==> config.mk <==
export PLATFORM = sky130hd
export DESIGN_NAME = core_trace_monitor_flat
export DESIGN_NICKNAME = d
export VERILOG_FILES = /design/src/rtl/core_trace_monitor_if.sv /design/src/rtl/core_trace_monitor.sv /design/src/flat_wrapper.sv
export SDC_FILE = /design/constraint.sdc
export NUM_CORES = 1
export LEC_CHECK = 0
export CELL_PAD_IN_SITES_DETAIL_PLACEMENT = 0
export CELL_PAD_IN_SITES_GLOBAL_PLACEMENT = 1
export CORE_MARGIN = 2
export CORE_UTILIZATION = 42
export DETAILED_ROUTE_END_ITERATION = 6
export GPL_TIMING_DRIVEN = 0
export PLACE_DENSITY_LB_ADDON = 0.1
export SETUP_SLACK_MARGIN = 0.05
export SYNTH_ARGS = -nofsm -noshare
export SYNTH_HDL_FRONTEND = slang
export SYNTH_SLANG_ARGS = --single-unit
==> constraint.sdc <==
create_clock -name clk -period 5.6 [get_ports clk]
set_input_delay 1.12 -clock clk [delete_from_list [all_inputs] [get_ports clk]]
set_output_delay 1.12 -clock clk [all_outputs]
set_load 0.02 [all_outputs]
==> src/rtl/core_trace_monitor_if.sv <==
// rtl/core_trace_monitor_if.sv - core bus tap, trace stream and status bundle for core_trace_monitor
interface core_trace_monitor_if #(
  parameter int DW    = 16,
  parameter int DEPTH = 16,
  parameter int CW    = 32
);
  localparam int LW = $clog2(DEPTH) + 1;
  localparam int EW = 2 + 3 * DW;

  logic          mon_en;
  logic [DW-1:0] pc_out;
  logic          mem_wr;
  logic          mem_rd;
  logic [DW-1:0] alu_Out;
  logic [DW-1:0] reg_Data_2;
  logic [DW-1:0] mem_Data_in;
  logic [EW-1:0] trace_data;
  logic          trace_valid;
  logic          trace_ready;
  logic [LW-1:0] trace_level;
  logic          overflow;
  logic [CW-1:0] drop_count;
  logic          proto_err;
  logic          halted;
  logic [CW-1:0] cycle_count;
  logic [CW-1:0] access_count;

  // Core side plus trace consumer: drives the tapped bus and trace_ready
  modport master (
    output mon_en, pc_out, mem_wr, mem_rd, alu_Out, reg_Data_2, mem_Data_in, trace_ready,
    input  trace_data, trace_valid, trace_level, overflow, drop_count, proto_err, halted,
           cycle_count, access_count
  );

  // Monitor side: observes the bus, produces the trace stream and status
  modport slave (
    input  mon_en, pc_out, mem_wr, mem_rd, alu_Out, reg_Data_2, mem_Data_in, trace_ready,
    output trace_data, trace_valid, trace_level, overflow, drop_count, proto_err, halted,
           cycle_count, access_count
  );
endinterface

==> src/rtl/core_trace_monitor.sv <==
// rtl/core_trace_monitor.sv - passive data-memory access tracer with counters and halt detector
module core_trace_monitor #(
  parameter int DW          = 16,
  parameter int DEPTH       = 16,
  parameter int HALT_CYCLES = 8,
  parameter int CW          = 32
) (
  input  logic                 clk,
  input  logic                 rst,
  core_trace_monitor_if.slave  bus
);
  localparam int AW = $clog2(DEPTH);
  localparam int LW = AW + 1;
  localparam int EW = 2 + 3 * DW;
  localparam int SW = $clog2(HALT_CYCLES);

  typedef enum logic [1:0] {RUN, STALL, HALTED} state_t;

  logic [EW-1:0] mem_q [DEPTH];
  logic [AW:0]   wr_ptr_q, rd_ptr_q;
  logic          overflow_q, proto_err_q;
  logic [CW-1:0] drop_q, cycle_q, access_q;
  state_t        state_q;
  logic [SW-1:0] stall_cnt_q;
  logic [DW-1:0] pc_q;
  logic          halted_q;

  logic [LW-1:0] level;
  logic          full, valid, pop, access, push, drop, pc_same;
  logic [EW-1:0] entry;

  // Occupancy, handshake and push/drop decisions for this cycle
  always_comb begin
    level   = wr_ptr_q - rd_ptr_q;
    full    = (level == LW'(DEPTH));
    valid   = (level != '0);
    pop     = valid & bus.trace_ready;
    access  = bus.mon_en & (bus.mem_wr | bus.mem_rd);
    push    = access & (~full | pop);
    drop    = access & full & ~pop;
    pc_same = (bus.pc_out == pc_q);
    entry   = {bus.mem_rd, bus.mem_wr, bus.pc_out, bus.alu_Out,
               bus.mem_wr ? bus.reg_Data_2 : bus.mem_Data_in};
  end

  // Trace storage; contents need no reset because pointers define validity
  always_ff @(posedge clk) begin
    if (push) mem_q[wr_ptr_q[AW-1:0]] <= entry;
  end

  // FIFO pointers, sticky flags and saturating counters
  always_ff @(posedge clk) begin
    if (rst) begin
      wr_ptr_q    <= '0;
      rd_ptr_q    <= '0;
      overflow_q  <= 1'b0;
      proto_err_q <= 1'b0;
      drop_q      <= '0;
      cycle_q     <= '0;
      access_q    <= '0;
    end else begin
      if (push) wr_ptr_q <= wr_ptr_q + 1'b1;
      if (pop)  rd_ptr_q <= rd_ptr_q + 1'b1;
      if (drop) begin
        overflow_q <= 1'b1;
        if (drop_q != '1) drop_q <= drop_q + 1'b1;
      end
      if (access && bus.mem_wr && bus.mem_rd) proto_err_q <= 1'b1;
      if (bus.mon_en && cycle_q != '1) cycle_q <= cycle_q + 1'b1;
      if (access && access_q != '1) access_q <= access_q + 1'b1;
    end
  end

  // Halt detector: counts consecutive unchanged PC samples while enabled
  always_ff @(posedge clk) begin
    if (rst) begin
      state_q     <= RUN;
      stall_cnt_q <= '0;
      pc_q        <= '0;
      halted_q    <= 1'b0;
    end else if (bus.mon_en) begin
      pc_q <= bus.pc_out;
      case (state_q)
        RUN: if (pc_same) begin
          stall_cnt_q <= SW'(1);
          if (SW'(1) == SW'(HALT_CYCLES - 1)) begin
            state_q  <= HALTED;
            halted_q <= 1'b1;
          end else begin
            state_q <= STALL;
          end
        end
        STALL: if (!pc_same) begin
          state_q     <= RUN;
          stall_cnt_q <= '0;
        end else begin
          stall_cnt_q <= stall_cnt_q + SW'(1);
          if (stall_cnt_q + SW'(1) == SW'(HALT_CYCLES - 1)) begin
            state_q  <= HALTED;
            halted_q <= 1'b1;
          end
        end
        HALTED: if (!pc_same) begin
          state_q     <= RUN;
          stall_cnt_q <= '0;
          halted_q    <= 1'b0;
        end
        default: begin
          state_q  <= RUN;
          halted_q <= 1'b0;
        end
      endcase
    end
  end

  assign bus.trace_data   = valid ? mem_q[rd_ptr_q[AW-1:0]] : '0;
  assign bus.trace_valid  = valid;
  assign bus.trace_level  = level;
  assign bus.overflow     = overflow_q;
  assign bus.drop_count   = drop_q;
  assign bus.proto_err    = proto_err_q;
  assign bus.halted       = halted_q;
  assign bus.cycle_count  = cycle_q;
  assign bus.access_count = access_q;
endmodule

==> src/flat_wrapper.sv <==
// flat-port wrapper written by rule: the top's interface ports become plain ports
module core_trace_monitor_flat 
#(
  parameter int DW          = 16,
  parameter int DEPTH       = 16,
  parameter int HALT_CYCLES = 8,
  parameter int CW          = 32
)
  (clk, rst, bus_mon_en, bus_pc_out, bus_mem_wr, bus_mem_rd, bus_alu_Out, bus_reg_Data_2, bus_mem_Data_in, bus_trace_ready, bus_trace_data, bus_trace_valid, bus_trace_level, bus_overflow, bus_drop_count, bus_proto_err, bus_halted, bus_cycle_count, bus_access_count);
  core_trace_monitor_if #(.DW(DW), .DEPTH(DEPTH), .CW(CW)) bus_i ();
  input  logic clk;
  input  logic rst;
  input wire logic [$bits(bus_i.mon_en)-1:0] bus_mon_en;
  input wire logic [$bits(bus_i.pc_out)-1:0] bus_pc_out;
  input wire logic [$bits(bus_i.mem_wr)-1:0] bus_mem_wr;
  input wire logic [$bits(bus_i.mem_rd)-1:0] bus_mem_rd;
  input wire logic [$bits(bus_i.alu_Out)-1:0] bus_alu_Out;
  input wire logic [$bits(bus_i.reg_Data_2)-1:0] bus_reg_Data_2;
  input wire logic [$bits(bus_i.mem_Data_in)-1:0] bus_mem_Data_in;
  input wire logic [$bits(bus_i.trace_ready)-1:0] bus_trace_ready;
  output wire logic [$bits(bus_i.trace_data)-1:0] bus_trace_data;
  output wire logic [$bits(bus_i.trace_valid)-1:0] bus_trace_valid;
  output wire logic [$bits(bus_i.trace_level)-1:0] bus_trace_level;
  output wire logic [$bits(bus_i.overflow)-1:0] bus_overflow;
  output wire logic [$bits(bus_i.drop_count)-1:0] bus_drop_count;
  output wire logic [$bits(bus_i.proto_err)-1:0] bus_proto_err;
  output wire logic [$bits(bus_i.halted)-1:0] bus_halted;
  output wire logic [$bits(bus_i.cycle_count)-1:0] bus_cycle_count;
  output wire logic [$bits(bus_i.access_count)-1:0] bus_access_count;
  assign bus_i.mon_en = bus_mon_en;
  assign bus_i.pc_out = bus_pc_out;
  assign bus_i.mem_wr = bus_mem_wr;
  assign bus_i.mem_rd = bus_mem_rd;
  assign bus_i.alu_Out = bus_alu_Out;
  assign bus_i.reg_Data_2 = bus_reg_Data_2;
  assign bus_i.mem_Data_in = bus_mem_Data_in;
  assign bus_i.trace_ready = bus_trace_ready;
  assign bus_trace_data = bus_i.trace_data;
  assign bus_trace_valid = bus_i.trace_valid;
  assign bus_trace_level = bus_i.trace_level;
  assign bus_overflow = bus_i.overflow;
  assign bus_drop_count = bus_i.drop_count;
  assign bus_proto_err = bus_i.proto_err;
  assign bus_halted = bus_i.halted;
  assign bus_cycle_count = bus_i.cycle_count;
  assign bus_access_count = bus_i.access_count;
  core_trace_monitor #(.DW(DW), .DEPTH(DEPTH), .HALT_CYCLES(HALT_CYCLES), .CW(CW)) u_core (.clk(clk), .rst(rst), .bus(bus_i));
endmodule
==> results of run 1 <==
-- flip-flops by register name (all words and copies together) (netlist names), named ones only --
name,count
u_core.pc_q,16
u_core.rd_ptr_q,5
u_core.bus.cycle_count,32
u_core.state_q,2
u_core.bus.proto_err,1
u_core.mem_q,800
u_core.bus.halted,1
u_core.bus.overflow,1
u_core.wr_ptr_q,5
u_core.bus.access_count,32
u_core.bus.drop_count,32
u_core.stall_cnt_q,3
-- cells in the mapped netlist (all sizes together), types with 2 or more instances --
| master | number | area share [%] |
|---|---|---|
| and2 | 5 | 0.084 |
| o21ai | 42 | 0.56 |
| mux2 | 29 | 0.88 |
| buf | 24 | 0.27 |
| or2 | 2 | 0.034 |
| nor4 | 18 | 0.34 |
| dfxtp | 134 | 7.2 |
| or3b | 2 | 0.047 |
| ha | 18 | 0.60 |
| nor4b | 3 | 0.071 |
| clkbuf | 72 | 0.73 |
| nor2b | 62 | 1.0 |
| nand3 | 46 | 0.62 |
| nor2 | 124 | 1.2 |
| inv | 30 | 0.30 |
| xor2 | 30 | 0.71 |
| xnor2 | 44 | 1.0 |
| o21bai | 2 | 0.040 |
| a21oi | 39 | 0.52 |
| nand4 | 42 | 0.71 |
| nand3b | 2 | 0.040 |
| mux4 | 250 | 15 |
| and3 | 28 | 0.47 |
| nand2b | 5 | 0.084 |
| or3 | 29 | 0.49 |
| a31oi | 5 | 0.084 |
| and4 | 13 | 0.31 |
| edfxtp | 800 | 64 |
| nand2 | 38 | 0.38 |
| or4 | 5 | 0.10 |
| o31ai | 3 | 0.060 |
| nand4b | 3 | 0.071 |
| mux2i | 24 | 0.64 |
| nor3 | 19 | 0.26 |
-- worst max path at each step --
| stage | endpoint | from | slack, ns |
|---|---|---|---|
| 2_1_floorplan | u_core.mem_q[3][0] | u_core.wr_ptr_q[0] | 0.69 |
| 3_5_place_dp | bus_trace_data[7] | u_core.wr_ptr_q[0] | 0.21 |
| 3_3_place_gp | u_core.mem_q[3][16] | bus_mem_wr | -3.17 |
| 5_1_grt | bus_trace_data[12] | register | 0.006 |
| 6_report | bus_trace_data[12] | register | 0.21 |
| 4_1_cts | bus_trace_data[10] | register | 0.04 |
-- timing repair --
action,CTS,global route
endpoints found under the setup margin,51,49
endpoints found under the hold margin,0,0
gates resized for setup,14,38
setup buffers,0,1
pin swaps,0,1
-- logic make-up after synthesis --
logic type,Yosys count,share of synthesized area [%]
XOR/XNOR,74,1.74
flip-flops,934,71.7
AO/OA/AOI/OAI,102,1.51
adder cells (fa/ha/maj),19,0.658
AND/OR/NAND/NOR,451,6.49
multiplexers,303,16.6
buffers and inverters,126,1.30
-- worst min-delay path, cell delays in order (launching register included) --
cell,delay (ns)
dfxtp_1,0.31
inv_1,0.05
a21oi_1,0.05
-- report_power, final --
part / total (mW) / leakage, nW / switching (mW) / internal, mW
sequential: 7.75 / 8.30 / 0.0522 / 7.70
clock: 6.56 / 1.61 / 2.68 / 3.88
combinational: 4.40 / 3.97 / 2.37 / 2.02
total: 18.7 / 13.9 / 5.11 / 13.6
-- layout make-up --
type | instances | area, um2
buffer | 96 | 435
sequential | 934 | 26700
clock inverter | 60 | 569
inverter | 30 | 113
fill | 7294 | 43200
tap | 1165 | 1460
antenna | 3 | 7.51
multi-input combinational | 949 | 10200
clock buffer | 126 | 2700
timing repair buffer | 245 | 2750
-- per-layer routing --
metal / wire length [um] / track usage [%] / up-vias
met5: 46 / 0 / -
met4: 2150 / 5.16 / 8
met3: 6580 / 4.53 / 142
met2: 48500 / 36.3 / 621
met1: 39200 / 28.1 / 10500
li1: - / - / 8806
-- metrics by stage --
stage / cells / total power [mW] / setup TNS, ns / cell area (um2) / hold slack (ns)
3_5_place_dp: 3418 / 12.3 / 0 / 41500 / 0.443
6_report: 3608 / 18.7 / 0 / 44900 / 0.455
4_1_cts: 3604 / 18.9 / 0 / 44900 / 0.452
2_1_floorplan: 2009 / 10.5 / 0 / 37300 / 0.472
5_1_grt: 3606 / 19.4 / 0 / 44900 / 0.511
3_3_place_gp: 3398 / 12.3 / -1088.66 / 41000 / 0.440
==> impl_results.md, run 1 <==
* Clock slew at reported path FFs at 0.06 ns
* Critical path capture point type: output pin
* Flop2flop setup slack at 1.30 ns
* Hold path depth at 2
* FP Rows at 109
* Remaining DRCs at 0
* FFs w/ async S/R, synth at 0%
* Hold endpoint: u_core.bus.overflow
* IO buf count at 224
* Main synth FF type: edfxtp_1
* Largest net degree at the start of global routing at 37
* Mean Syn Cell Area at 18.5 um2
* Slew Limit Fails at 0
* CTS sink cnt at 934
* Final core utilization at 51.0%
* Clock buffer count from CTS at 100
* Avg Vias per Cell at 5.57
* Slowest stage cell, crit path: clkdlybuf4s15_1
* Worst path required time at 4.48 ns
* Setup WS pre-CTS at 0.206 ns
* Most frequent cells in the layout: edfxtp_1, mux4_2, clkdlybuf4s50_1
* Post-synth EDFFs at 800
* Final hold violation count at 0
* Fmax at 186 MHz
* Vias at 20.1k
* Worst Hold Class: register to register
* Final Cycle Share at 96.2%
* R2r worst-path depth at 11
* Post-route antenna net violation count at 0
* Worst Path Class, Setup: register to output pin
* Die height at 302 um
* First DRT Iteration DRCs at 1556
* H-tree levels at 3
* Hold_sp: u_core.bus.overflow
* Post-Route WL at 96.5 mm
* Netlist cell types at 56
* RSZ-0062 raised after global routing: yes
* Worst setup margin at 0.210 ns
* Die W at 302 um
* Gpl congestion at 0.792
* VDD IR-drop max at 0.307 mV
* GRT overflow at 0
* Status: finished, final reports clean
* Later-pin clock latency in the skew report at 0.64 ns
* Drt pass-1 iters at 5
* Worst r2r src: u_core.wr_ptr_q[0]
* Yosys warnings at 0
* Crit Reg-Reg Endpoint: u_core.mem_q[4][16]
* Global-route wire length before repair at 140 mm
* Post-synthesis register bit count at 934
* CP startpoint kind: register
* Delay-heaviest family, CP: buffers and inverters
* Post-Syn Instances at 2009
* CTS tree: done
* Total track usage at 21.3%
* Setup violations, final at 0
* Initial antenna violation count at 5
* Worst path max stage delay at 0.90 ns
* WP data arrival at 4.27 ns
* Hold Buf Count CTS at 0
* Vias in the first global route at 20.9k
* Critical path buffers and inverters at 3
* Critical path cell sequence: clkbuf_1, clkdlybuf4s15_1, mux4_2, mux4_2, nor2b_1, clkdlybuf4s50_1
* CP Depth at 6
* Post-synthesis net count at 2098
* IO Count at 225
* Most common cell after layout, fill and taps aside: edfxtp_1
* Starting Density at 42.3%
* Core region area at 0.0881 mm2
* Most frequent cell on the critical path: mux4_2
* Final min period at 5.39 ns
* Pleak at 13.9 nW
* Share of layout cells above drive strength 1 at 20.5%
* CP Max Fanout at 10
* Syn Std Cell Area at 0.0373 mm2
* Root Driver: clkbuf_16
* Die area at 0.0911 mm2
* CTS max path bufs at 3
* Post-detailed-route wirelength per cell at 26.7 um
* Clk_skew at 0.0141 ns
* Layout Area Growth over Synthesis at 20.5%
* Max Cap Viol at 0
* PwrDens at 417 mW/mm2
* Worst slew margin at 8.56%
* DP Wirelength at 57.8 mm
* NumNets Final at 2445
* Worst Max-Slew Pin Slew at 1.36 ns
* Sequential fraction of the synthesis area at 71.7%
(Power assumes the default switching activity.)
==> run 2: changes to the inputs <==
--- a/config.mk
+++ b/config.mk
@@ -8,7 +8,7 @@
 export CELL_PAD_IN_SITES_DETAIL_PLACEMENT = 0
 export CELL_PAD_IN_SITES_GLOBAL_PLACEMENT = 1
 export CORE_MARGIN = 2
-export CORE_UTILIZATION = 42
+export CORE_UTILIZATION = 30
 export DETAILED_ROUTE_END_ITERATION = 6
 export GPL_TIMING_DRIVEN = 0
 export PLACE_DENSITY_LB_ADDON = 0.1
==> impl_results.md, run 2 (same netlist as run 1, synthesis figures left out) <==
* Vias in the first global route at 21.3k (+2.1%)
* DP Wirelength at 64.0 mm (+11%)
* IO Count at 225 (unchanged)
* Flop2flop setup slack at 1.34 ns (+0.04 ns)
* Global-route wire length before repair at 151 mm (+7.9%)
* Total track usage at 16.5% (-4.8 points)
* Critical path cell sequence: inv_1, ha_1, fa_1, xnor2_1, nor2_1, mux2i_2, nor2_4, clkbuf_4, nor2b_1, clkdlybuf4s50_1
* Avg Vias per Cell at 4.90 (-12%)
* H-tree levels at 3 (unchanged)
* GRT overflow at 0 (unchanged)
* Slowest stage cell, crit path: clkdlybuf4s50_1
* Post-CTS setup buffer count at 0 (unchanged)
* Reg area at 0.0267 mm2 (unchanged)
* WP data arrival at 4.26 ns (about the same)
* DP Area at 0.0422 mm2 (+1.5%)
* Post-detailed-route wirelength per cell at 25.6 um (-4.2%)
* Routed length on met2 at 50.8 mm (+4.7%)
* RSZ-0062 raised after global routing: yes
* Worst Path Class, Setup: register to output pin
* CP startpoint kind: register
* First DRT Iteration DRCs at 1384 (-11%)
* Final core utilization at 37.0% (-14 points)
* Post-Route WL at 105 mm (+8.6%)
* Final hold violation count at 0 (unchanged)
* Wire length on met1 at 47.4 mm (+21%)
* Worst setup margin at 0.222 ns (+0.0121 ns)
* Worst path required time at 4.48 ns (about the same)
* Die height at 356 um (+18%)
* Initial antenna violation count at 10 (+5)
* Starting Density at 30.2% (-12 points)
* Met3 routed WL at 4.67 mm (-29%)
* Vias at 20.0k (-0.32%)
* PwrDens at 415 mW/mm2 (-0.30%)
* Hold endpoint: u_core.bus.overflow
* Crit Reg-Reg Endpoint: u_core.mem_q[1][10]
* Final Cycle Share at 96.0% (-0.22 points)
* Final min period at 5.38 ns (-0.0121 ns)
* Post-Layout Inst Area at 0.0457 mm2 (+1.7%)
* Filler Cell Count at 11.5k (+57%)
* FP Rows at 129 (+18%)
* Most frequent cells in the layout: edfxtp_1, mux4_2, clkdlybuf4s50_1
* Fmax at 186 MHz (+0.22%)
* Die area at 0.127 mm2 (+39%)
* Critical path capture point type: output pin
* Max Cap Viol at 0 (unchanged)
* Drt pass-1 iters at 5 (unchanged)
* Clock buffer count from CTS at 105 (+5.0%)
* Hold Slack at 0.452 ns (-0.00312 ns)
* Post-route antenna net violation count at 0 (unchanged)
* Most common cell after layout, fill and taps aside: edfxtp_1
* Worst Hold Class: register to register
* CP Max Fanout at 10 (unchanged)
* R2r worst-path depth at 11 (unchanged)
* Worst r2r src: u_core.wr_ptr_q[0]
* Gpl congestion at 0.747 (-5.6%)
* NumNets Final at 2450 (+0.20%)
* Layout Area Growth over Synthesis at 22.6%
* CTS tree: done
* Later-pin clock latency in the skew report at 0.68 ns (+0.04 ns)
* Slew Limit Fails at 0 (unchanged)
* CTS max path bufs at 3 (unchanged)
* IO buf count at 224 (unchanged)
* Worst Max-Slew Pin Slew at 1.14 ns (-0.216 ns)
* Largest net degree at the start of global routing at 38 (+2.7%)
* Multi-input gate area at 0.0102 mm2 (unchanged)
* Setup WS pre-CTS at -0.0753 ns (-0.282 ns)
* Cell total after placement at 3890 (+14%)
* Post-route insts no fill at 4089 (+13%)
* VDD IR-drop max at 0.242 mV (-21%)
* Share of layout cells above drive strength 1 at 20.6% (+0.16 points)
* Worst path max stage delay at 0.70 ns (-0.20 ns)
* Top Metal Used: met5
* Core region area at 0.123 mm2 (+40%)
* Pleak at 13.9 nW (+0.40%)
* Clock slew at reported path FFs at 0.06 ns (about the same)
* Hold_sp: u_core.bus.overflow
* Clk_skew at 0.0198 ns (+0.00565 ns)
* Worst slew margin at 23.8% (+15 points)
* Setup violations, final at 0 (unchanged)
* Max reg flops at 800 (unchanged)
* Root Driver: clkbuf_16
* Die W at 356 um (+18%)
* CTS sink cnt at 934 (unchanged)
* Hold path depth at 2 (unchanged)
* Remaining DRCs at 0 (unchanged)
* Status: finished, final reports clean
[run 2: metal layers]
layer,global-route usage (%),up-vias
met5,0,-
met2,27.3,426
met1,22.5,10600
met4,3.37,18
met3,3.29,145
li1,-,8833
[run 2: timing repair]
item | 4_1_cts | 5_1_grt
gates resized for setup | 44 | 16
hold buffers | 0 | 0
endpoints found under the setup margin | 51 | 48
pin swaps | 0 | 1
[run 2: worst max path at each step]
stage | to | start | slack, ns | cells after the start
3_3_place_gp | u_core.mem_q[3][17] | bus_mem_wr | -3.52 | 7
6_report | bus_trace_data[39] | u_core.wr_ptr_q[0] | 0.22 | 10
3_5_place_dp | bus_trace_data[39] | u_core.wr_ptr_q[0] | -0.08 | 11
5_1_grt | bus_trace_data[39] | u_core.wr_ptr_q[0] | 0.009 | 10
4_1_cts | bus_trace_data[39] | u_core.wr_ptr_q[0] | 0.05 | 11
2_1_floorplan | u_core.mem_q[3][0] | u_core.wr_ptr_q[0] | 0.69 | 10
[run 2: power by group]
part	leakage [nW]	switching (mW)	total, mW	internal (mW)
Clock	1.64	2.81	6.68	3.87
Sequential	8.30	0.0563	7.76	7.70
Combinational	4.00	2.49	4.53	2.04
[run 2: worst max-delay path, delay by kind of cell, from the launching register on]
kind | cells | cell delay [ns]
XOR/XNOR | 1 | 0.32
adder cells (fa/ha/maj) | 2 | 0.63
buffers and inverters | 3 | 1.10
flip-flops | 1 | 0.42
multiplexers | 1 | 0.37
AND/OR/NAND/NOR | 3 | 0.70
[run 2: cell type report]
type / instances / share of cell area, %
clock buffer: 138 / 6.27
sequential: 934 / 58.5
clock inverter: 58 / 1.05
tap: 1637 / 4.48
timing repair buffer: 245 / 6.10
inverter: 30 / 0.247
antenna: 2 / 0.0110
buffer: 96 / 1.11
multi-input combinational: 949 / 22.3
[run 2: stage by stage]
stage / power, mW / setup TNS (ns)
floorplan: 10.5 / 0
detailed placement: 12.5 / -0.287
finish: 19.0 / 0
global route: 19.7 / 0
global placement: 12.5 / -1275.58
CTS: 19.3 / 0
